<file path="config.mk">
export PLATFORM = sky130hd
export DESIGN_NAME = player_hit_judge
export DESIGN_NICKNAME = d
export VERILOG_FILES = /design/src/rtl/player_hit_judge.sv
export SDC_FILE = /design/constraint.sdc
export NUM_CORES = 1
export LEC_CHECK = 0
export CAP_MARGIN = 20
export CORE_MARGIN = 5
export CORE_UTILIZATION = 54
export CTS_BUF_LIST = sky130_fd_sc_hd__clkbuf_16
export DETAILED_ROUTE_END_ITERATION = 16
export HOLD_SLACK_MARGIN = 0.08
export PLACE_DENSITY = 0.83
export SLEW_MARGIN = 20
export SYNTH_ARGS = -nofsm -noshare
export SYNTH_HDL_FRONTEND = slang
export SYNTH_SLANG_ARGS = --single-unit
</file>
<file path="constraint.sdc">
create_clock -name clk -period 5 [get_ports clk]
set_input_delay 0.5 -clock clk [delete_from_list [all_inputs] [get_ports clk]]
set_output_delay 0.5 -clock clk [all_outputs]
set_load 0.05 [all_outputs]
</file>
<file path="src/rtl/player_hit_judge.sv">
// Judges NUM_BULLETS hostile bullets against the player hitbox; all outputs registered,
// so a kill appears one cycle after the overlap is sampled. No backpressure: kills are pulses.
module player_hit_judge #(
    parameter int NUM_BULLETS   = 4,
    parameter int COORD_W       = 10,
    parameter int HEALTH_W      = 4,
    parameter int INIT_HEALTH   = 3,
    parameter int HB_LEFT       = 10,
    parameter int HB_RIGHT      = 50,
    parameter int HB_UP         = 50,
    parameter int HB_DOWN       = 40,
    parameter int INVULN_CYCLES = 150000,
    localparam int IDX_W        = (NUM_BULLETS > 1) ? $clog2(NUM_BULLETS) : 1
) (
    input  logic                           clk,
    input  logic                           rst,
    input  logic [COORD_W-1:0]             p_x,
    input  logic [COORD_W-1:0]             p_y,
    input  logic                           player_en,
    input  logic [NUM_BULLETS*COORD_W-1:0] b_x,
    input  logic [NUM_BULLETS*COORD_W-1:0] b_y,
    input  logic [NUM_BULLETS-1:0]         b_en,
    input  logic                           load_health,
    input  logic [HEALTH_W-1:0]            health_in,
    output logic [NUM_BULLETS-1:0]         bullet_kill,
    output logic                           hit_pulse,
    output logic [IDX_W-1:0]               hit_idx,
    output logic [HEALTH_W-1:0]            health,
    output logic                           invuln,
    output logic                           boom
);
    localparam int CW    = COORD_W + 2;
    localparam int CNT_W = $clog2(INVULN_CYCLES + 1);

    localparam logic signed [CW-1:0] HBL = CW'(HB_LEFT);
    localparam logic signed [CW-1:0] HBR = CW'(HB_RIGHT);
    localparam logic signed [CW-1:0] HBU = CW'(HB_UP);
    localparam logic signed [CW-1:0] HBD = CW'(HB_DOWN);
    localparam logic [CNT_W-1:0]     CNT_LOAD = CNT_W'(INVULN_CYCLES - 1);

    typedef enum logic [1:0] {ALIVE, INVULN, DEAD} state_t;

    state_t                 state, state_n;
    logic [COORD_W-1:0]     px_q, py_q;
    logic [NUM_BULLETS-1:0] kill_mask, mask_n, overlap, eligible, sel, kill_n;
    logic [HEALTH_W-1:0]    health_n;
    logic [CNT_W-1:0]       cnt, cnt_n;
    logic                   pulse_n, found;
    logic [IDX_W-1:0]       idx_n, sel_idx;
    logic signed [CW-1:0]   x_lo, x_hi, y_lo, y_hi, bx, by;

    // Widened signed bounds: a box edge past 0 or past the screen never wraps.
    always_comb begin
        x_lo    = $signed({2'b00, px_q}) - HBL;
        x_hi    = $signed({2'b00, px_q}) + HBR;
        y_lo    = $signed({2'b00, py_q}) - HBU;
        y_hi    = $signed({2'b00, py_q}) + HBD;
        bx      = '0;
        by      = '0;
        overlap = '0;
        for (int i = 0; i < NUM_BULLETS; i++) begin
            bx = $signed({2'b00, b_x[i*COORD_W +: COORD_W]});
            by = $signed({2'b00, b_y[i*COORD_W +: COORD_W]});
            overlap[i] = (bx >= x_lo) && (bx < x_hi) && (by >= y_lo) && (by < y_hi);
        end
    end

    assign eligible = b_en & ~kill_mask & overlap & {NUM_BULLETS{player_en}};

    always_comb begin
        sel     = '0;
        sel_idx = '0;
        found   = 1'b0;
        for (int i = 0; i < NUM_BULLETS; i++) begin
            if (eligible[i] && !found) begin
                found   = 1'b1;
                sel[i]  = 1'b1;
                sel_idx = IDX_W'(i);
            end
        end
    end

    always_comb begin
        state_n  = state;
        health_n = health;
        cnt_n    = cnt;
        kill_n   = '0;
        pulse_n  = 1'b0;
        idx_n    = hit_idx;
        case (state)
            ALIVE: begin
                if (found && health != '0) begin
                    kill_n   = sel;
                    idx_n    = sel_idx;
                    pulse_n  = 1'b1;
                    health_n = health - 1'b1;
                    if (health == HEALTH_W'(1)) begin
                        state_n = DEAD;
                        cnt_n   = '0;
                    end else begin
                        state_n = INVULN;
                        cnt_n   = CNT_LOAD;
                    end
                end
            end
            INVULN: begin
                if (found) begin
                    kill_n = sel;
                    idx_n  = sel_idx;
                end
                if (cnt == '0) begin
                    state_n = ALIVE;
                end else begin
                    cnt_n = cnt - 1'b1;
                end
            end
            DEAD: begin
                health_n = '0;
            end
            default: begin
                state_n = ALIVE;
            end
        endcase
        // Reload wins over any same-cycle kill, which is simply dropped.
        if (load_health) begin
            health_n = health_in;
            cnt_n    = '0;
            kill_n   = '0;
            pulse_n  = 1'b0;
            idx_n    = hit_idx;
            state_n  = (health_in != '0) ? ALIVE : DEAD;
        end
        mask_n = (kill_mask & b_en) | kill_n;
    end

    always_ff @(posedge clk or posedge rst) begin
        if (rst) begin
            state       <= ALIVE;
            health      <= HEALTH_W'(INIT_HEALTH);
            cnt         <= '0;
            kill_mask   <= '0;
            bullet_kill <= '0;
            hit_pulse   <= 1'b0;
            hit_idx     <= '0;
            px_q        <= '0;
            py_q        <= '0;
        end else begin
            state       <= state_n;
            health      <= health_n;
            cnt         <= cnt_n;
            kill_mask   <= mask_n;
            bullet_kill <= kill_n;
            hit_pulse   <= pulse_n;
            hit_idx     <= idx_n;
            px_q        <= p_x;
            py_q        <= p_y;
        end
    end

    assign invuln = (state == INVULN);
    assign boom   = (state == DEAD);

endmodule

</file>
==> impl_metrics.xml, run 1 <==
<?xml version="1.0" encoding="UTF-8"?>
<metrics>
  <group name="logic_synthesis">
    <metric name="combinational_family_with_the_most_area_after_synthesis" unit="">adder cells</metric>
    <metric name="synthesis.nets" unit="">973</metric>
    <metric name="fraction_of_registers_with_async_set_reset" unit="%">100.0</metric>
    <metric name="synthesis.area" unit="µm²">6371</metric>
    <metric name="synth_compound_area_share" unit="%">21.54</metric>
    <metric name="synth_largest_area_cell" unit="">ha_1</metric>
    <metric name="synth_area_per_cell" unit="µm²">9.011</metric>
    <metric name="synth-main-ff-cell" unit="">dfrtp_1</metric>
    <metric name="synthMuxAreaShare" unit="%">0.9819</metric>
    <metric name="yosys.area_share.xor_xnor" unit="%">3.574</metric>
    <metric name="synthSimpleGateAreaFrac" unit="%">18.30</metric>
    <metric name="synth_enable_flop_cells" unit="">0</metric>
    <metric name="yosysMostFrequentCell" unit="">ha_1</metric>
    <metric name="synthesis.instances" unit="">707</metric>
    <metric name="seq_area_frac_synth" unit="%">21.64</metric>
    <metric name="ys_ff_latch" unit="">55</metric>
    <metric name="synth.lib_cells_used.distinct" unit="">71</metric>
    <metric name="synth_warnings" unit="">0</metric>
    <metric name="dominant_cells_by_area_after_synthesis" unit="">ha_1, dfrtp_1, nor2_1</metric>
    <metric name="post_synth_fa_ha_maj_area_fraction" unit="%">30.60</metric>
    <metric name="ys_top_cells_by_count" unit="">ha_1, nor2_1, dfrtp_1</metric>
    <metric name="synth_largest_type_area_fraction" unit="%">30.24</metric>
  </group>
  <group name="routing">
    <metric name="avgRoutedWirePerCell" unit="µm">18.80</metric>
    <metric name="route.vias.total" unit="">6066</metric>
    <metric name="vias_per_cell" unit="">6.254</metric>
    <metric name="drt_first_iter_violations" unit="">485</metric>
    <metric name="antenna_violating_nets_post_route" unit="">0</metric>
    <metric name="wirelength" unit="µm">18230</metric>
    <metric name="drc_errors_left" unit="">0</metric>
    <metric name="detailed_routing_iteration_count_for_the_pre_antenna_repair_pass" unit="">5</metric>
  </group>
  <group name="worst_setup_path">
    <metric name="reg2regPathDepth" unit="">15</metric>
    <metric name="critPathMaxStageDelay" unit="ps">580</metric>
    <metric name="startpoint_of_the_worst_setup_timing_path" unit="">px_q[1]$_DFF_PP0_</metric>
    <metric name="crit_slowest_cell" unit="">and3_1</metric>
    <metric name="setup.worst_path.end_class" unit="">flip-flop</metric>
    <metric name="critical_path_peak_fanout" unit="">9</metric>
    <metric name="arrival" unit="ps">4740</metric>
    <metric name="critical_path.cell_chain" unit="">inv_1 -&gt; ha_1 -&gt; nor2b_1 -&gt; nor2_1 -&gt; xnor2_1 -&gt; ha_1 -&gt; a21o_1 -&gt; a31oi_1 -&gt; o311ai_0 -&gt; maj3_2 -&gt; a211oi_2 -&gt; o22ai_2 -&gt; o21ai_2 -&gt; and3_1 -&gt; a221oi_1</metric>
    <metric name="cp_launch_type" unit="">flip-flop</metric>
    <metric name="critPathRequiredTime" unit="ps">5140</metric>
    <metric name="critPathMostFrequentCell" unit="">ha_1</metric>
    <metric name="path_depth" unit="">15</metric>
    <metric name="timing.rr.start" unit="">px_q[1]$_DFF_PP0_</metric>
    <metric name="critical_path_buf_inv_count" unit="">1</metric>
    <metric name="timing.critical_path.max_delay_family" unit="">compound AO/OA/AOI/OAI gates</metric>
    <metric name="setup.worst_path.class" unit="">flip-flop to flip-flop</metric>
  </group>
  <group name="placed_design">
    <metric name="pre_cts_ws" unit="ps">429.0</metric>
    <metric name="detailed_place_hpwl" unit="µm">15260</metric>
    <metric name="gp_congestion" unit="">0.9630</metric>
    <metric name="placedInstanceArea" unit="µm²">7735</metric>
    <metric name="io_buffer_count" unit="">124</metric>
  </group>
  <group name="timing">
    <metric name="final_min_period_over_clock_period" unit="%">91.97</metric>
    <metric name="finalWorstPathRequiredPeriod" unit="ps">4599</metric>
    <metric name="finalClockSkew" unit="ps">5.428</metric>
    <metric name="timing.final.setup_violations" unit="">0</metric>
    <metric name="worstMarginPinSlew" unit="ps">826.9</metric>
    <metric name="grt_setup_unrepaired" unit="">no</metric>
    <metric name="timing.final.ws_setup" unit="ps">401.3</metric>
    <metric name="max_freq" unit="MHz">217.5</metric>
    <metric name="maxSlewViolCount" unit="">0</metric>
    <metric name="report.final.hold_viol_count" unit="">0</metric>
    <metric name="slew_headroom" unit="%">44.17</metric>
    <metric name="timing.setup.tns" unit="ps">0</metric>
  </group>
  <group name="die">
    <metric name="die_area" unit="µm²">14070</metric>
    <metric name="initial_core_util" unit="%">55.32</metric>
    <metric name="io-pin-count" unit="">125</metric>
    <metric name="die_h" unit="µm">118.6</metric>
    <metric name="placementRows" unit="">39</metric>
    <metric name="core_ar" unit="µm²">11520</metric>
    <metric name="fp.dieW" unit="µm">118.6</metric>
  </group>
  <group name="clocking">
    <metric name="cts_post_setup_buffers_inserted" unit="">0</metric>
    <metric name="tritoncts_num_sinks" unit="">55</metric>
    <metric name="cts_repair_resize_count" unit="">0</metric>
    <metric name="tritoncts.num_buffers" unit="">5</metric>
    <metric name="cts.htree.levels" unit="">2</metric>
    <metric name="clockRootBuffer" unit="">clkbuf_16</metric>
    <metric name="tritoncts" unit="">done</metric>
    <metric name="cts_clock_pin_slew_for_the_worst_setup_and_hold_paths" unit="ps">70</metric>
    <metric name="post_cts_hold_buffer_count" unit="">0</metric>
    <metric name="cts_buffer_depth" unit="">2</metric>
    <metric name="worstSkewPairLatency" unit="ps">290</metric>
  </group>
  <group name="grt">
    <metric name="largest_net_degree_at_the_start_of_global_routing" unit="">56</metric>
    <metric name="track_usage" unit="%">25.39</metric>
    <metric name="globalRouteOverflowTotal" unit="">0</metric>
    <metric name="grt_pass1_vias" unit="">6093</metric>
    <metric name="grt_antenna_before_repair" unit="">0</metric>
    <metric name="grt_first_pass_wirelength" unit="µm">29770</metric>
  </group>
  <group name="power">
    <metric name="vdd_ir_drop_max" unit="mV">0.2074</metric>
    <metric name="power.density" unit="nW/µm²">209.8</metric>
    <metric name="p_leak" unit="nW">3.654</metric>
  </group>
  <group name="finish">
    <metric name="filler_cell_count" unit="">917</metric>
    <metric name="seqCellArea" unit="µm²">1379</metric>
    <metric name="fin_area" unit="µm²">7880</metric>
    <metric name="antenna_cells" unit="">0</metric>
    <metric name="total_area_of_multi_input_combinational_cells" unit="µm²">4778</metric>
    <metric name="area_delta_synth_final" unit="%">23.68</metric>
    <metric name="drive_gt1_share" unit="%">5.200</metric>
    <metric name="finalNetCount" unit="">1092</metric>
    <metric name="final_util" unit="%">68.43</metric>
  </group>
  <group name="outcome">
    <metric name="run_status" unit="">completed</metric>
  </group>
  <group name="worst_hold_path">
    <metric name="min_from" unit="">kill_mask[0]$_DFF_PP0_</metric>
    <metric name="worstHoldPathType" unit="">flip-flop to flip-flop</metric>
    <metric name="hold_depth" unit="">1</metric>
  </group>
  <group name="run">
    <metric name="timing.max_cap.violations" unit="">0</metric>
  </group>
</metrics>
registers in the layout (all words and copies together) (netlist names):
signal,flops
cnt,18
px_q,10
py_q,10
bullet_kill,4
health,4
kill_mask,4
hit_idx,2
state,2
hit_pulse,1
report_power, final:
part	internal (W)	switching, W
logic	0.000348	0.000417
clock network	0.000185	0.000161
registers	0.000487	0.0000545
worst paths after layout:
path,endpoint,slack [ps]
min,kill_mask[0]$_DFF_PP0_,490
max in group asynchronous,px_q[3]$_DFF_PP0_,3850
min reg2reg,kill_mask[0]$_DFF_PP0_,490
max,cnt[14]$_DFFE_PP0P_,400
max reg2reg,cnt[14]$_DFFE_PP0P_,400
min in group asynchronous,py_q[1]$_DFF_PP0_,690
layer usage:
layer	share of wire, %	GRT usage (%)	up-vias
met5	0	0	-
met4	1.5	6.155	0
met3	6.2	3.677	24
met2	48	42.84	211
met1	45	34.36	2919
li1	-	-	2912
area by class of cell:
class / instances / share of cell area [%]
sequential: 55 / 17.50
multi-input combinational: 601 / 60.64
inverter: 36 / 1.715
timing repair buffer: 127 / 16.04
tap: 143 / 2.271
clock buffer: 5 / 1.588
clock inverter: 3 / 0.2540
stage by stage:
stage | total power [W] | hold slack (ps) | cells
detailed placement | 0.001302 | 473.8 | 962
CTS | 0.001653 | 492.0 | 970
global route | 0.001763 | 512.2 | 970
floorplan | 0.001027 | 440.8 | 707
finish | 0.001654 | 488.5 | 970
global placement | 0.001262 | 457.1 | 962
cell families (layout without fill, tap and decap cells):
kind of cell | count (synthesis) | in the layout
DFF | 55 | 55
muxes | 6 | 6
AOI/OAI and AO/OA | 188 | 188
adders and majority gates | 156 | 156
and+or+nand+nor | 225 | 225
buffers and inverters | 51 | 171
xor gates and xnor gates | 26 | 26
cell usage in the layout (no fill, tap or decap), types with 6 or more instances in the layout:
| cell type | instances |
|---|---|
| inv_1 | 34 |
| a211oi_1 | 10 |
| a21o_1 | 26 |
| nor2b_1 | 13 |
| nand2_1 | 46 |
| a21oi_1 | 41 |
| o21ai_0 | 32 |
| ha_1 | 154 |
| o211ai_1 | 6 |
| nand4_1 | 11 |
| nor2_1 | 57 |
| clkdlybuf4s50_1 | 124 |
| xnor2_1 | 15 |
| a221oi_2 | 8 |
| o311ai_0 | 8 |
| dfrtp_1 | 53 |
| nand2b_1 | 10 |
| xor2_1 | 11 |
| nor3_1 | 20 |
| nand3_1 | 21 |
| and3_1 | 11 |
| a31oi_1 | 7 |
worst reg2reg max path, cell delays in order (launching register included):
cell and delay, ps:
dfrtp_1 540, inv_1 80, ha_1 230, nor2b_1 220, nor2_1 80, xnor2_1 430
ha_1 360, a21o_1 200, a31oi_1 150, o311ai_0 180, maj3_2 350, a211oi_2 330
o22ai_2 220, o21ai_2 290, and3_1 580, a221oi_1 200
Note: power is estimated with default switching activity, not from simulation.
==> run 2: changes to the inputs <==
--- a/config.mk
+++ b/config.mk
@@ -7,11 +7,11 @@
 export LEC_CHECK = 0
 export CAP_MARGIN = 20
 export CORE_MARGIN = 5
-export CORE_UTILIZATION = 54
-export CTS_BUF_LIST = sky130_fd_sc_hd__clkbuf_16
+export CORE_UTILIZATION = 55
+export CTS_BUF_LIST = sky130_fd_sc_hd__clkbuf_4
 export DETAILED_ROUTE_END_ITERATION = 16
 export HOLD_SLACK_MARGIN = 0.08
-export PLACE_DENSITY = 0.83
+export PLACE_DENSITY = 0.84
 export SLEW_MARGIN = 20
 export SYNTH_ARGS = -nofsm -noshare
 export SYNTH_HDL_FRONTEND = slang
==> impl_metrics.xml, run 2 (synthesis results as in run 1) <==
<?xml version="1.0" encoding="UTF-8"?>
<metrics>
  <group name="power">
    <metric name="switching_pwr" unit="W">0.0006322</metric>
    <metric name="clock_network_fraction_of_design_power" unit="%">13.9</metric>
    <metric name="sw_frac_of_total" unit="%">41.37</metric>
    <metric name="p_leak" unit="nW">3.615</metric>
    <metric name="internal-power" unit="W">0.0008959</metric>
    <metric name="p_seq_share" unit="%">35.5</metric>
    <metric name="vdd_ir_drop_max" unit="mV">0.2763</metric>
    <metric name="share_comb_of_total_power" unit="%">50.6</metric>
    <metric name="power.density" unit="nW/µm²">196.1</metric>
  </group>
  <group name="timing">
    <metric name="timing.final.setup_violations" unit="">0</metric>
    <metric name="report.final.hold_viol_count" unit="">0</metric>
    <metric name="grt_setup_unrepaired" unit="">no</metric>
    <metric name="max_freq" unit="MHz">215.7</metric>
    <metric name="worstMarginPinSlew" unit="ps">746.7</metric>
    <metric name="timing.final.ws_setup" unit="ps">362.9</metric>
    <metric name="finalClockSkew" unit="ps">14.06</metric>
    <metric name="slew_headroom" unit="%">50.12</metric>
    <metric name="maxSlewViolCount" unit="">0</metric>
    <metric name="timing.setup.tns" unit="ps">0</metric>
    <metric name="finalWorstPathRequiredPeriod" unit="ps">4637</metric>
    <metric name="final_min_period_over_clock_period" unit="%">92.74</metric>
  </group>
  <group name="die">
    <metric name="die_h" unit="µm">117.6</metric>
    <metric name="initial_core_util" unit="%">56.04</metric>
    <metric name="placementRows" unit="">39</metric>
    <metric name="io-pin-count" unit="">125</metric>
    <metric name="core_ar" unit="µm²">11370</metric>
    <metric name="fp.dieW" unit="µm">117.6</metric>
    <metric name="die_area" unit="µm²">13840</metric>
  </group>
  <group name="grt">
    <metric name="track_usage" unit="%">26.95</metric>
    <metric name="grt_antenna_before_repair" unit="">0</metric>
    <metric name="globalRouteOverflowTotal" unit="">0</metric>
    <metric name="largest_net_degree_at_the_start_of_global_routing" unit="">56</metric>
    <metric name="grt_first_pass_wirelength" unit="µm">31380</metric>
    <metric name="grt_pass1_vias" unit="">6473</metric>
  </group>
  <group name="finish">
    <metric name="fin_area" unit="µm²">7792</metric>
    <metric name="largest_reg_flops" unit="">18</metric>
    <metric name="final_common_cell" unit="">ha_1</metric>
    <metric name="largestRegisters" unit="">cnt (18), px_q (10), py_q (10)</metric>
    <metric name="area_delta_synth_final" unit="%">22.31</metric>
    <metric name="finalNetCount" unit="">1091</metric>
    <metric name="most-common-layout-cells" unit="">ha_1, clkdlybuf4s50_1, nor2_1</metric>
    <metric name="drive_gt1_share" unit="%">5.206</metric>
    <metric name="antenna_cells" unit="">0</metric>
    <metric name="largest-register" unit="">cnt</metric>
  </group>
  <group name="outcome">
    <metric name="run_status" unit="">completed</metric>
  </group>
  <group name="worst_setup_path">
    <metric name="critical_path_peak_fanout" unit="">9</metric>
    <metric name="arrival" unit="ps">4910</metric>
    <metric name="reg2reg_to" unit="">cnt[14]$_DFFE_PP0P_</metric>
    <metric name="cp_launch_type" unit="">flip-flop</metric>
    <metric name="setup.worst_path.end_class" unit="">flip-flop</metric>
    <metric name="timing.rr.start" unit="">px_q[1]$_DFF_PP0_</metric>
    <metric name="setup.worst_path.class" unit="">flip-flop to flip-flop</metric>
    <metric name="critPathMaxStageDelay" unit="ps">580</metric>
    <metric name="reg2reg_slack" unit="ps">360</metric>
    <metric name="startpoint_of_the_worst_setup_timing_path" unit="">px_q[1]$_DFF_PP0_</metric>
    <metric name="crit_slowest_cell" unit="">and3_1</metric>
    <metric name="critPathRequiredTime" unit="ps">5270</metric>
    <metric name="reg2regPathDepth" unit="">13</metric>
    <metric name="setup.worst_path.end" unit="">cnt[14]$_DFFE_PP0P_</metric>
    <metric name="critical_path.cell_chain" unit="">o21ai_0 -&gt; nand2_1 -&gt; xor2_1 -&gt; ha_1 -&gt; a21o_1 -&gt; a221oi_1 -&gt; o21ai_0 -&gt; maj3_2 -&gt; a211oi_2 -&gt; o22ai_2 -&gt; o21ai_2 -&gt; and3_1 -&gt; a221oi_1</metric>
  </group>
  <group name="worst_hold_path">
    <metric name="worstHoldPathType" unit="">flip-flop to flip-flop</metric>
    <metric name="hold_depth" unit="">1</metric>
  </group>
  <group name="clocking">
    <metric name="tritoncts_num_sinks" unit="">55</metric>
    <metric name="cts_clock_pin_slew_for_the_worst_setup_and_hold_paths" unit="ps">170</metric>
    <metric name="tritoncts.num_buffers" unit="">5</metric>
    <metric name="tritoncts" unit="">done</metric>
    <metric name="post_cts_hold_buffer_count" unit="">0</metric>
    <metric name="cts.htree.levels" unit="">2</metric>
    <metric name="cts_buffer_depth" unit="">2</metric>
    <metric name="cts_repair_resize_count" unit="">0</metric>
    <metric name="cts_post_setup_buffers_inserted" unit="">0</metric>
    <metric name="worstSkewPairLatency" unit="ps">400</metric>
    <metric name="clockRootBuffer" unit="">clkbuf_4</metric>
  </group>
  <group name="run">
    <metric name="timing.max_cap.violations" unit="">0</metric>
  </group>
  <group name="routing">
    <metric name="route.vias.total" unit="">6139</metric>
    <metric name="antenna_violating_nets_post_route" unit="">0</metric>
    <metric name="detailed_routing_iteration_count_for_the_pre_antenna_repair_pass" unit="">5</metric>
    <metric name="avgRoutedWirePerCell" unit="µm">19.53</metric>
    <metric name="drc_errors_left" unit="">0</metric>
    <metric name="drt_first_iter_violations" unit="">428</metric>
    <metric name="wirelength" unit="µm">18920</metric>
    <metric name="vias_per_cell" unit="">6.335</metric>
  </group>
  <group name="placed_design">
    <metric name="detailed_place_hpwl" unit="µm">15960</metric>
    <metric name="placedInstanceArea" unit="µm²">7727</metric>
    <metric name="io_buffer_count" unit="">124</metric>
    <metric name="pre_cts_ws" unit="ps">407.1</metric>
    <metric name="gp_congestion" unit="">0.9301</metric>
  </group>
</metrics>
-- run 2: final cells by class --
cell class | instances | area [µm²]
clock inverter | 3 | 27.53
fill | 899 | 3577
sequential | 55 | 1379
tap | 143 | 178.9
multi-input combinational | 601 | 4778
timing repair buffer | 126 | 1256
inverter | 36 | 135.1
clock buffer | 5 | 37.54
-- run 2: metrics by stage --
step / total power [W] / cells / hold slack, ps / util, %
after CTS: 0.001526 / 969 / 501.1 / 68.54
after floorplan: 0.001027 / 707 / 440.8 / -
after global routing: 0.001641 / 969 / 480.9 / 68.54
after global placement: 0.001260 / 961 / 458.9 / 67.97
final: 0.001528 / 969 / 506.4 / 68.54
after detailed placement: 0.001311 / 961 / 477.1 / 67.97
-- run 2: power by group through the flow --
stage | clock network (W) | registers, W | logic (W)
3_3_place_gp | 0 | 0.000545 | 0.000716
4_1_cts | 0.000219 | 0.000540 | 0.000767
2_1_floorplan | 0 | 0.000569 | 0.000459
5_1_grt | 0.000237 | 0.000548 | 0.000856
6_report | 0.000212 | 0.000542 | 0.000773
3_5_place_dp | 0 | 0.000548 | 0.000763
-- run 2: worst min path at each step --
stage | endpoint | startpoint
4_1_cts | py_q[1]$_DFF_PP0_ | p_y[1]
3_5_place_dp | cnt[15]$_DFFE_PP0P_ | cnt[15]$_DFFE_PP0P_
5_1_grt | py_q[1]$_DFF_PP0_ | p_y[1]
6_report | cnt[15]$_DFFE_PP0P_ | cnt[15]$_DFFE_PP0P_
3_3_place_gp | kill_mask[3]$_DFF_PP0_ | kill_mask[3]$_DFF_PP0_
2_1_floorplan | kill_mask[3]$_DFF_PP0_ | kill_mask[3]$_DFF_PP0_
-- run 2: worst max-delay path, delay by kind of cell (launching register included) --
family	cells	cell delay (ps)
AND/OR/NAND/NOR	2	720
XOR/XNOR	1	400
flip-flops	1	540
AO/OA/AOI/OAI	8	2170
adder cells (fa/ha/maj)	2	680
-- run 2: layer usage --
metal | up-vias | global-route usage (%) | part of all wire [%]
li1 | 2918 | - | -
met1 | 2948 | 34.34 | 43
met2 | 229 | 45.37 | 48
met3 | 44 | 5.286 | 6.3
met4 | 0 | 9.606 | 2.8
met5 | - | 0 | 0
==> run 3: changes to the inputs <==
--- a/config.mk
+++ b/config.mk
@@ -8,10 +8,11 @@
 export CAP_MARGIN = 20
 export CORE_MARGIN = 5
 export CORE_UTILIZATION = 55
-export CTS_BUF_LIST = sky130_fd_sc_hd__clkbuf_4
+export CTS_BUF_LIST = sky130_fd_sc_hd__clkbuf_8
 export DETAILED_ROUTE_END_ITERATION = 16
 export HOLD_SLACK_MARGIN = 0.08
 export PLACE_DENSITY = 0.84
+export RECOVER_POWER = 25
 export SLEW_MARGIN = 20
 export SYNTH_ARGS = -nofsm -noshare
 export SYNTH_HDL_FRONTEND = slang
==> impl_metrics.xml, run 3 (synthesis results as in run 1) <==
<?xml version="1.0" encoding="UTF-8"?>
<metrics>
  <group name="routing">
    <metric name="vias_per_cell" unit="">6.410</metric>
    <metric name="wirelength" unit="µm">18960</metric>
    <metric name="antenna_violating_nets_post_route" unit="">0</metric>
    <metric name="detailed_routing_iteration_count_for_the_pre_antenna_repair_pass" unit="">5</metric>
    <metric name="avgRoutedWirePerCell" unit="µm">19.57</metric>
    <metric name="drc_errors_left" unit="">0</metric>
    <metric name="route.vias.total" unit="">6211</metric>
    <metric name="drt_first_iter_violations" unit="">443</metric>
  </group>
  <group name="timing">
    <metric name="hold-worst-slack" unit="ps">496.9</metric>
    <metric name="report.final.hold_viol_count" unit="">0</metric>
    <metric name="finalClockSkew" unit="ps">12.26</metric>
    <metric name="grt_setup_unrepaired" unit="">no</metric>
    <metric name="timing.final.setup_violations" unit="">0</metric>
    <metric name="finalWorstPathRequiredPeriod" unit="ps">4616</metric>
    <metric name="slew_headroom" unit="%">-94.15</metric>
    <metric name="final_min_period_over_clock_period" unit="%">92.32</metric>
    <metric name="timing.final.ws_setup" unit="ps">384.0</metric>
    <metric name="timing.setup.tns" unit="ps">0</metric>
    <metric name="worstMarginPinSlew" unit="ps">2912</metric>
    <metric name="maxSlewViolCount" unit="">56</metric>
    <metric name="max_freq" unit="MHz">216.6</metric>
  </group>
  <group name="finish">
    <metric name="final_common_cell" unit="">ha_1</metric>
    <metric name="largest_reg_flops" unit="">18</metric>
    <metric name="most-common-layout-cells" unit="">ha_1, clkdlybuf4s50_1, nor2_1</metric>
    <metric name="drive_gt1_share" unit="%">4.964</metric>
    <metric name="fin_cells" unit="">969</metric>
    <metric name="area_delta_synth_final" unit="%">22.74</metric>
    <metric name="largest-register" unit="">cnt</metric>
    <metric name="fin_area" unit="µm²">7820</metric>
    <metric name="largestRegisters" unit="">cnt (18), px_q (10), py_q (10)</metric>
    <metric name="finalNetCount" unit="">1091</metric>
    <metric name="antenna_cells" unit="">0</metric>
  </group>
  <group name="worst_setup_path">
    <metric name="reg2reg_to" unit="">cnt[14]$_DFFE_PP0P_</metric>
    <metric name="arrival" unit="ps">4800</metric>
    <metric name="timing.rr.start" unit="">px_q[1]$_DFF_PP0_</metric>
    <metric name="reg2regPathDepth" unit="">13</metric>
    <metric name="critPathRequiredTime" unit="ps">5190</metric>
    <metric name="critical_path_peak_fanout" unit="">9</metric>
    <metric name="reg2reg_slack" unit="ps">380</metric>
    <metric name="setup.worst_path.end_class" unit="">flip-flop</metric>
    <metric name="setup.worst_path.class" unit="">flip-flop to flip-flop</metric>
    <metric name="cp_launch_type" unit="">flip-flop</metric>
  </group>
  <group name="clocking">
    <metric name="cts.htree.levels" unit="">2</metric>
    <metric name="tritoncts" unit="">done</metric>
    <metric name="cts_buffer_depth" unit="">2</metric>
    <metric name="cts_repair_resize_count" unit="">0</metric>
    <metric name="post_cts_hold_buffer_count" unit="">0</metric>
    <metric name="tritoncts_num_sinks" unit="">55</metric>
    <metric name="cts_clock_pin_slew_for_the_worst_setup_and_hold_paths" unit="ps">110</metric>
    <metric name="worstSkewPairLatency" unit="ps">330</metric>
    <metric name="clockRootBuffer" unit="">clkbuf_8</metric>
    <metric name="cts_post_setup_buffers_inserted" unit="">0</metric>
    <metric name="tritoncts.num_buffers" unit="">5</metric>
  </group>
  <group name="outcome">
    <metric name="violations" unit="">max-capacitance violations, max-slew violations</metric>
    <metric name="run_status" unit="">finished, violations left</metric>
  </group>
  <group name="placed_design">
    <metric name="detailed_place_hpwl" unit="µm">15960</metric>
    <metric name="placedInstanceArea" unit="µm²">7727</metric>
    <metric name="placed_cells_incl_taps" unit="">961</metric>
    <metric name="io_buffer_count" unit="">124</metric>
    <metric name="pre_cts_ws" unit="ps">407.1</metric>
    <metric name="gp_congestion" unit="">0.9301</metric>
  </group>
  <group name="worst_hold_path">
    <metric name="worstHoldPathType" unit="">flip-flop to flip-flop</metric>
    <metric name="hold_depth" unit="">1</metric>
    <metric name="min_from" unit="">cnt[15]$_DFFE_PP0P_</metric>
    <metric name="hold_path_end" unit="">cnt[15]$_DFFE_PP0P_</metric>
  </group>
  <group name="grt">
    <metric name="grt_first_pass_wirelength" unit="µm">31510</metric>
    <metric name="grt_pass1_vias" unit="">6509</metric>
    <metric name="track_usage" unit="%">27.09</metric>
    <metric name="globalRouteMet1Util" unit="%">34.25</metric>
    <metric name="gr-usage-met2" unit="%">45.76</metric>
    <metric name="grt_antenna_before_repair" unit="">0</metric>
    <metric name="gr-max-usage-layer" unit="">met2</metric>
    <metric name="globalRouteOverflowTotal" unit="">0</metric>
    <metric name="use_met3" unit="%">5.574</metric>
    <metric name="largest_net_degree_at_the_start_of_global_routing" unit="">56</metric>
  </group>
  <group name="die">
    <metric name="core_ar" unit="µm²">11370</metric>
    <metric name="die_h" unit="µm">117.6</metric>
    <metric name="fp.dieW" unit="µm">117.6</metric>
    <metric name="initial_core_util" unit="%">56.04</metric>
    <metric name="io-pin-count" unit="">125</metric>
    <metric name="placementRows" unit="">39</metric>
    <metric name="die_area" unit="µm²">13840</metric>
  </group>
  <group name="power">
    <metric name="vdd_ir_drop_max" unit="mV">0.2951</metric>
    <metric name="p_leak" unit="nW">3.627</metric>
    <metric name="power.density" unit="nW/µm²">201.5</metric>
  </group>
  <group name="run">
    <metric name="timing.max_cap.violations" unit="">1</metric>
  </group>
</metrics>
[run 3: layout make-up]
type	count	area [µm²]
Multi-Input combinational cell	601	4778
Fill cell	891	3550
Sequential cell	55	1379
Timing Repair Buffer	126	1252
Tap cell	143	178.9
Inverter	36	135.1
Clock buffer	5	68.82
Clock inverter	3	27.53
[run 3: power by group]
group          total, W  internal (W)  switching [W]
clock network  0.000265      0.000103       0.000162
logic          0.000769      0.000346       0.000424
registers      0.000542      0.000487      0.0000548
total           0.00158      0.000936       0.000640
[run 3: through the flow]
step / total power [W] / util (%)
floorplan: 0.001027 / -
global placement: 0.001260 / 67.97
detailed placement: 0.001311 / 67.97
CTS: 0.001575 / 68.81
global route: 0.001689 / 68.78
finish: 0.001576 / 68.78
[run 3: worst max-delay path by stage]
| stage | from | to | slack, ps | cells after the start |
|---|---|---|---|---|
| after global placement | px_q[1]$_DFF_PP0_ | cnt[14]$_DFFE_PP0P_ | 700 | 15 |
| after global routing | px_q[1]$_DFF_PP0_ | cnt[14]$_DFFE_PP0P_ | 30 | 15 |
| after CTS | px_q[1]$_DFF_PP0_ | cnt[14]$_DFFE_PP0P_ | 400 | 13 |
| after detailed placement | px_q[1]$_DFF_PP0_ | cnt[14]$_DFFE_PP0P_ | 410 | 13 |
| final | px_q[1]$_DFF_PP0_ | cnt[14]$_DFFE_PP0P_ | 380 | 13 |
| after floorplan | px_q[1]$_DFF_PP0_ | cnt[14]$_DFFE_PP0P_ | 1370 | 16 |
[run 3: critical path, stage by stage, from the launching register on]
cell	delay, ps
dfrtp_1	520
o21ai_0	500
nand2_1	140
xor2_1	400
ha_1	340
a21o_1	180
a221oi_1	250
o21ai_0	160
maj3_2	340
a211oi_2	330
o22ai_2	230
o21ai_2	300
and3_1	590
a221oi_1	200
[run 3: metal layers]
metal	wire length, µm	share of wire (%)	vias to the layer above
met2	9127	48	265
met5	0	0	-
met3	1358	7.2	50
met4	558	2.9	0
met1	7918	42	2976
li1	-	-	2920
